$ cat config.mk
export PLATFORM = sky130hd
export DESIGN_NAME = mem_arbiter
export DESIGN_NICKNAME = d
export VERILOG_FILES = /design/src/rtl/mem_arbiter_pkg.sv /design/src/rtl/mem_arb_starve.sv /design/src/rtl/mem_arbiter.sv
export SDC_FILE = /design/constraint.sdc
export NUM_CORES = 1
export LEC_CHECK = 0
export ABC_AREA = 1
export ABC_CLOCK_PERIOD_IN_PS = 1900
export CAP_MARGIN = 20
export CORE_AREA = 4 4 86 88
export DETAILED_ROUTE_END_ITERATION = 16
export DIE_AREA = 0 0 90 92
export PLACE_DENSITY = 0.9
export SYNTH_ARGS = -nofsm -noshare
export SYNTH_HDL_FRONTEND = slang
export SYNTH_SLANG_ARGS = --single-unit
export TNS_END_PERCENT = 30
$ cat constraint.sdc
create_clock -name clk -period 1.9 [get_ports clk]
set_clock_uncertainty 0.05 [all_clocks]
set_input_delay 0.285 -clock clk [delete_from_list [all_inputs] [get_ports clk]]
set_output_delay 0.285 -clock clk [all_outputs]
set_load 0.01 [all_outputs]
$ cat src/rtl/mem_arbiter_pkg.sv
// rtl/mem_arbiter_pkg.sv - shared state and owner-tag encodings for mem_arbiter
package mem_arbiter_pkg;

    typedef enum logic [1:0] {
        ARB_BOOT = 2'd0,
        ARB_RUN  = 2'd1,
        ARB_LOCK = 2'd2
    } arb_state_t;

    typedef enum logic [1:0] {
        OWN_NONE = 2'd0,
        OWN_INS  = 2'd1,
        OWN_DAT  = 2'd2,
        OWN_HST  = 2'd3
    } owner_t;

endpackage

$ cat src/rtl/mem_arb_starve.sv
// rtl/mem_arb_starve.sv - saturating count of cycles an instruction fetch has waited
module mem_arb_starve #(
    parameter int STARVE_LIMIT = 4
) (
    input  logic clk,
    input  logic rst,
    input  logic run,
    input  logic ins_req,
    input  logic ins_gnt,
    output logic at_limit
);

    localparam int CW = $clog2(STARVE_LIMIT + 1);
    localparam logic [CW-1:0] LIMIT = CW'(STARVE_LIMIT);

    logic [CW-1:0] starve_cnt;

    always_ff @(posedge clk) begin
        if (rst || !run || !ins_req || ins_gnt) begin
            starve_cnt <= '0;
        end else if (starve_cnt != LIMIT) begin
            starve_cnt <= starve_cnt + CW'(1);
        end
    end

    assign at_limit = (starve_cnt == LIMIT);

endmodule

$ cat src/rtl/mem_arbiter.sv
// rtl/mem_arbiter.sv - three-way arbiter for a shared one-cycle-latency SRAM with boot and host lock
module mem_arbiter
    import mem_arbiter_pkg::*;
#(
    parameter int DATA_WIDTH   = 32,
    parameter int ADDR_WIDTH   = 10,
    parameter int STARVE_LIMIT = 4
) (
    input  logic                  clk,
    input  logic                  rst,
    input  logic                  i_ins_req,
    input  logic [ADDR_WIDTH-1:0] i_ins_addr,
    input  logic                  i_dat_req,
    input  logic                  i_dat_we,
    input  logic [3:0]            i_dat_be,
    input  logic [ADDR_WIDTH-1:0] i_dat_addr,
    input  logic [DATA_WIDTH-1:0] i_dat_wdata,
    input  logic                  i_hst_req,
    input  logic                  i_hst_we,
    input  logic [3:0]            i_hst_be,
    input  logic [ADDR_WIDTH-1:0] i_hst_addr,
    input  logic [DATA_WIDTH-1:0] i_hst_wdata,
    input  logic                  i_hst_lock,
    input  logic                  i_boot_done,
    output logic                  o_ins_gnt,
    output logic                  o_dat_gnt,
    output logic                  o_hst_gnt,
    output logic                  o_ins_rvalid,
    output logic                  o_dat_rvalid,
    output logic                  o_hst_rvalid,
    output logic [DATA_WIDTH-1:0] o_rdata,
    output logic                  o_core_hold,
    output logic                  o_mem_en,
    output logic [3:0]            o_mem_we,
    output logic [ADDR_WIDTH-1:0] o_mem_addr,
    output logic [DATA_WIDTH-1:0] o_mem_wdata,
    input  logic [DATA_WIDTH-1:0] i_mem_rdata
);

    arb_state_t state, state_nxt;
    owner_t     owner;
    logic       at_limit;

    mem_arb_starve #(
        .STARVE_LIMIT(STARVE_LIMIT)
    ) u_starve (
        .clk      (clk),
        .rst      (rst),
        .run      (state == ARB_RUN),
        .ins_req  (i_ins_req),
        .ins_gnt  (o_ins_gnt),
        .at_limit (at_limit)
    );

    always_ff @(posedge clk) begin
        if (rst) begin
            state <= ARB_BOOT;
        end else begin
            state <= state_nxt;
        end
    end

    always_comb begin
        state_nxt = state;
        case (state)
            ARB_BOOT: if (i_boot_done) state_nxt = ARB_RUN;
            ARB_RUN:  if (i_hst_lock)  state_nxt = ARB_LOCK;
            ARB_LOCK: if (!i_hst_lock) state_nxt = ARB_RUN;
            default:  state_nxt = ARB_BOOT;
        endcase
    end

    // Grants are combinational so a request is issued in the cycle it appears.
    always_comb begin
        o_ins_gnt   = 1'b0;
        o_dat_gnt   = 1'b0;
        o_hst_gnt   = 1'b0;
        o_core_hold = (state != ARB_RUN);
        if (!rst) begin
            if (i_hst_req) begin
                o_hst_gnt = 1'b1;
            end else if (state == ARB_RUN) begin
                if (at_limit && i_ins_req) begin
                    o_ins_gnt = 1'b1;
                end else if (i_dat_req) begin
                    o_dat_gnt = 1'b1;
                end else if (i_ins_req) begin
                    o_ins_gnt = 1'b1;
                end
            end
        end
    end

    always_comb begin
        o_mem_en    = 1'b0;
        o_mem_we    = 4'h0;
        o_mem_addr  = '0;
        o_mem_wdata = '0;
        if (o_hst_gnt) begin
            o_mem_en    = 1'b1;
            o_mem_we    = i_hst_we ? i_hst_be : 4'h0;
            o_mem_addr  = i_hst_addr;
            o_mem_wdata = i_hst_wdata;
        end else if (o_dat_gnt) begin
            o_mem_en    = 1'b1;
            o_mem_we    = i_dat_we ? i_dat_be : 4'h0;
            o_mem_addr  = i_dat_addr;
            o_mem_wdata = i_dat_wdata;
        end else if (o_ins_gnt) begin
            o_mem_en    = 1'b1;
            o_mem_addr  = i_ins_addr;
        end
    end

    always_ff @(posedge clk) begin
        if (rst) begin
            owner <= OWN_NONE;
        end else if (o_ins_gnt) begin
            owner <= OWN_INS;
        end else if (o_dat_gnt && !i_dat_we) begin
            owner <= OWN_DAT;
        end else if (o_hst_gnt && !i_hst_we) begin
            owner <= OWN_HST;
        end else begin
            owner <= OWN_NONE;
        end
    end

    // A reset arriving while a read is in flight suppresses its return.
    assign o_ins_rvalid = !rst && (owner == OWN_INS);
    assign o_dat_rvalid = !rst && (owner == OWN_DAT);
    assign o_hst_rvalid = !rst && (owner == OWN_HST);
    assign o_rdata      = i_mem_rdata;

endmodule
# Yosys cells after proc, flatten, opt, wreduce, memory -nomap -nowiden
# Cells that the tools add are included.
# totals
regBits	7
in_bits	143
output_inout_bits	86
wordCells	65
# classes
add_sub_neg	1
eq_ne	11
muxes	32
reduce_logical	17
# op_table
operator	count
32-bit two-way mux	2
10-bit two-way mux	3
1-bit two-way mux	17
4-bit two-way mux	4
2-bit two-way mux	5
2-bit == test (second input constant)	3
1-bit logical AND	6
2-bit != test (second input constant)	3
2-bit one-hot mux with 3 select lines	1
1-bit logical NOT	5
2-bit by 1-bit == test with 1-bit output (second input constant)	2
3-bit by 1-bit adder with 3-bit output (second input constant)	1
3-bit == test (second input constant)	1
1-bit logical OR	3
3-bit != test (second input constant)	1
3-bit AND reduction	1
2-bit logical NOT	1
2-bit by 1-bit != test with 1-bit output (second input constant)	1
2-bit OR reduction	1

# Depth between registers and ports, before layout
# logic_depth
ltp_word	9
mapped_depth	8

# Modules after synthesis
# Synthesis repeated with hierarchy kept, for this count alone.
# hier_totals
cells_unflattened	264
area_unflattened_um2	1380.1
# by_module_without_submodules
module	instances	cells_each	area_per_inst_um2	seq_area_each_um2
mem_arbiter	1	233	1187.4	80.1
mem_arb_starve	1	31	192.7	60.1

# Worst setup path after synthesis
# OpenSTA, ideal clock, no wires.
# synth_path
path_type	reg-to-output
from	register u_starve.starve_cnt[0]
to	output o_mem_addr[0]
arrival_time_ns	1.231
required_ns	1.565
slack_ns	0.334
path_stages_with_launch	7
n_path_buf	1
path_cell_list	dfxtp_1 -> inv_1 -> ha_1 -> nand3_1 -> clkbuf_1 -> nand4_1 -> nand3_1
# synth_via
elab_chain_cells	9
elab_cells_between_ends	13
cone_classes	eq/ne: 1; mux: 11; reduce/logical: 1
# synth_lines
element	line_no	text
start, declared	mem_arb_starve.sv:16	logic [CW-1:0] starve_cnt;
start signal, assigned	mem_arb_starve.sv:22	starve_cnt <= starve_cnt + CW'(1);
3-bit == test *	mem_arb_starve.sv:26	assign at_limit = (starve_cnt == LIMIT);
1-bit logical AND *	mem_arbiter.sv:83	if (at_limit && i_ins_req) begin
1-bit two-way mux	mem_arbiter.sv:83	
1-bit two-way mux	mem_arbiter.sv:82	end else if (state == ARB_RUN) begin
1-bit two-way mux	mem_arbiter.sv:80	if (i_hst_req) begin
1-bit two-way mux	mem_arbiter.sv:79	if (!rst) begin
10-bit two-way mux	mem_arbiter.sv:109	end else if (o_ins_gnt) begin
10-bit two-way mux *	mem_arbiter.sv:104	end else if (o_dat_gnt) begin
10-bit two-way mux *	mem_arbiter.sv:99	if (o_hst_gnt) begin
end, declared	mem_arbiter.sv:35	output logic [ADDR_WIDTH-1:0] o_mem_addr,
# Mark *: on every way between the ends. The rest lies on a longest branch, timed or not.

# Worst setup path after layout
# layout_path
from	input rst
to	output o_ins_rvalid
# layout_via
elab_chain_cells	2
# layout_lines
element	line_no	text
start, declared	mem_arbiter.sv:10	input logic rst,
1-bit logical NOT	mem_arbiter.sv:130	assign o_ins_rvalid = !rst && (owner == OWN_INS);
1-bit logical AND	mem_arbiter.sv:130	
end, declared	mem_arbiter.sv:28	output logic o_ins_rvalid,
# Every way passes these cells.

==> qor.yml <==
detailed_routing:
  vias: 2184
  avgViaCountPerCell: 4.55
  wl_per_cell_um: 14.8
  ant_nets: 0
  drc: 0
  firstDrtPassIters: 5
  drt-total-wl_um: 7090
  initialDrtViolationCount: 29
min_path:
  worstHoldPathType: "flip-flop to flip-flop"
  hp-start: "state[1]"
  worstHoldEndpoint: "state[1]"
  whs_path_depth: 2
critical_path:
  crit_buf_inv: 3
  start_kind: "input pin"
  end_kind: "primary output"
  path_class: "input pin to primary output"
  cp_slowest_cell: "clkdlybuf4s50_1"
  crit_path_max_fanout: 5
  arrival_ns: 1.52
  crit_family: "buffers and inverters"
  cp_num_cells: 4
  path_cells: "dlygate4sd2_1 -> buf_4 -> nor3_1 -> clkdlybuf4s50_1"
  rr_startpoint: "u_starve.starve_cnt[0]"
  rr_endpoint: "u_starve.starve_cnt[2]"
  ff2ff_setup_slack_ns: 0.63
  max_stage_delay_ns: 0.58
  required_ns: 1.56
  reg2reg_depth: 8
power:
  seqPwrFrac: 0.183
  p_comb_frac: 0.580
  swShare: 0.292
  clock_power_share: 0.237
  ir_drop_mv: 0.213
  cellLeakagePower_nw: 1.47
  internal_power_w: 0.000608
  p_sw_w: 0.000251
  p_per_area_nw_per_um2: 286
layout:
  seq_area_um2: 143
  fillers: 691
  final_cell_mix: "123 x nand2_1, 108 x clkdlybuf4s50_1, 25 x buf_2"
  mostFrequentLayoutCell: "nand2_1"
  final_cell_area_um2: 3000
  multiInputGateArea_um2: 882
  drive_above_1_share: 0.233
  syn2layout_area_growth_pct: 121
  fin_nets: 546
  antenna_cells: 0
floorplan:
  io_pins: 229
  die_area_um2: 8280
  fp.coreArea_um2: 6640
  start_util: 0.204
  die_y_um: 92
  die_w_um: 90
  row_count: 30
logic_synthesis:
  synthXorXnorAreaFrac: 0.00646
  synthTopCellsByArea: "nand2_1 34%, buf_4 18%, dfxtp_1 10%"
  syn_inst: 253
  synth_top_family_by_area: "simple AND/OR/NAND/NOR gates"
  synth_top_area_frac: 0.343
  synth_cell_types: 21
  ys.flop_type: "dfxtp_1"
  synth_fa_ha_area_frac: 0.0185
  syn-mean-instance-area_um2: 5.36
  synthesis.nets: 398
  syn_area_um2: 1360
  synth_mux_area_frac: 0
  ys_async_sr_fraction: 0
  yosys.area_share.simple: 0.549
  synth_warnings: 0
  yosysSeqAreaShare: 0.103
  yosysTopAreaCell: "nand2_1"
  synth_edf_count: 0
  synth_compound_area_frac: 0.0388
  ys_ff_latch: 7
sta:
  maxSlewViolCount: 0
  fin_crit_sh: 0.976
  relSlewSlack: 0.857
  tightest_slew_ns: 0.214
  fin_crit_ns: 1.85
  fin_tns_setup_ns: 0
  fmax_ghz: 0.539
  rsz0062_at_grt: "true"
  setup_violations: 0
  fin_ws_ns: 0.0454
  finalHoldViolations: 0
clocking:
  htree_levels: 1
  cts_tree: "built"
  clock_latency_ns: 0.23
  numCtsBuffers: 3
  clkTransAtPathRegs_ns: 0.04
  clockRootBuffer: "clkbuf_8"
  cts.path.max_buffers: 2
  cts_num_sinks: 7
grt:
  grt-ovfl-total: 0
  grtUsageTotal: 0.151
  grt_antenna_before_repair: 0
  grt_start_max_net_pins: 23
  grt_pass1_wl_um: 10100
  grt_pass1_vias: 2088
place:
  dp_hpwl_um: 5620
  dp_slack_ns: -0.585
  io_buffers: 164
  gp_congestion: 0.844
  place_area_um2: 2950
status:
  run_status: "finished clean"
run:
  maxCapViolations: 0
## cells by family after synthesis
kind of cell             after synthesis
buffers and inverters                 61
XOR/XNOR                               1
AND/OR/NAND/NOR                      172
AO/OA/AOI/OAI                         10
flip-flops                             7
adder cells (fa/ha/maj)                2
## power by group through the flow
| stage | clock (W) | sequential [W] | combinational (W) |
|---|---|---|---|
| CTS | 0.000210 | 0.000157 | 0.000512 |
| global placement | 0 | 0.000159 | 0.000510 |
| global route | 0.000217 | 0.000158 | 0.000532 |
| detailed placement | 0 | 0.000159 | 0.000517 |
| finish | 0.000203 | 0.000158 | 0.000498 |
| floorplan | 0 | 0.000158 | 0.000200 |
## routing by layer
metal,vias up,global-route usage,part of all wire
met5,-,0,0
met4,0,0.0523,0.025
met3,22,0.0435,0.11
met2,129,0.302,0.54
met1,967,0.146,0.33
li1,1066,-,-
## worst max-delay path by stage
stage | endpoint | slack (ns) | startpoint
3_3_place_gp | o_mem_wdata[1] | -0.56 | i_dat_req
4_1_cts | o_mem_wdata[12] | -0.01 | u_starve.starve_cnt[0]
5_1_grt | o_mem_wdata[12] | -0.001 | state[1]
6_report | o_ins_rvalid | 0.05 | rst
2_1_floorplan | o_mem_addr[0] | 0.33 | u_starve.starve_cnt[0]
3_5_place_dp | o_mem_wdata[1] | -0.59 | i_dat_req
## worst min-delay path: cells and delay by family, from the launching register on
kind	cells	cell delay (ns)
flops	1	0.31
simple gates	1	0.08
compound gates	1	0.07
## sequential cells by signal, indices dropped and copies added, names as in the netlist
name and flops:
owner 2, state 2, u_starve.starve_cnt 3
## cells in the mapped netlist (2+ instances only)
master and number:
nand4_1 20, o21ai_0 7, nand2_1 124, nand3_1 15, nand2_2 2, nor2_1 6
buf_6 3, a21oi_1 2, clkbuf_1 2, nor3_1 3, buf_4 32, inv_2 3
dfxtp_1 7, inv_1 12, ha_1 2, buf_2 8
## per-stage QoR
| step | instances | total power (W) | util | hold WS, ns |
|---|---|---|---|---|
| floorplan | 253 | 0.000359 | - | 0.304 |
| global placement | 470 | 0.000668 | 0.444 | 0.441 |
| detailed placement | 470 | 0.000676 | 0.444 | 0.457 |
| CTS | 480 | 0.000878 | 0.467 | 0.463 |
| global route | 480 | 0.000907 | 0.452 | 0.492 |
| finish | 480 | 0.000859 | 0.452 | 0.459 |
## final cells by class
type / count / area share
Multi-Input combinational cell: 185 / 0.294
Sequential cell: 7 / 0.0475
Clock buffer: 4 / 0.0150
Timing Repair Buffer: 185 / 0.573
Inverter: 16 / 0.0242
Timing Repair inverter: 3 / 0.0133
Tap cell: 80 / 0.0334
## what timing repair did
item	CTS	global route
setup endpoints to repair	53	51
hold buffers	0	0
setup buffers	2	0
gates resized for setup	164	47
gates cloned	4	0
pin swaps	4	2
No activity file was read; power rests on OpenSTA's default activity.
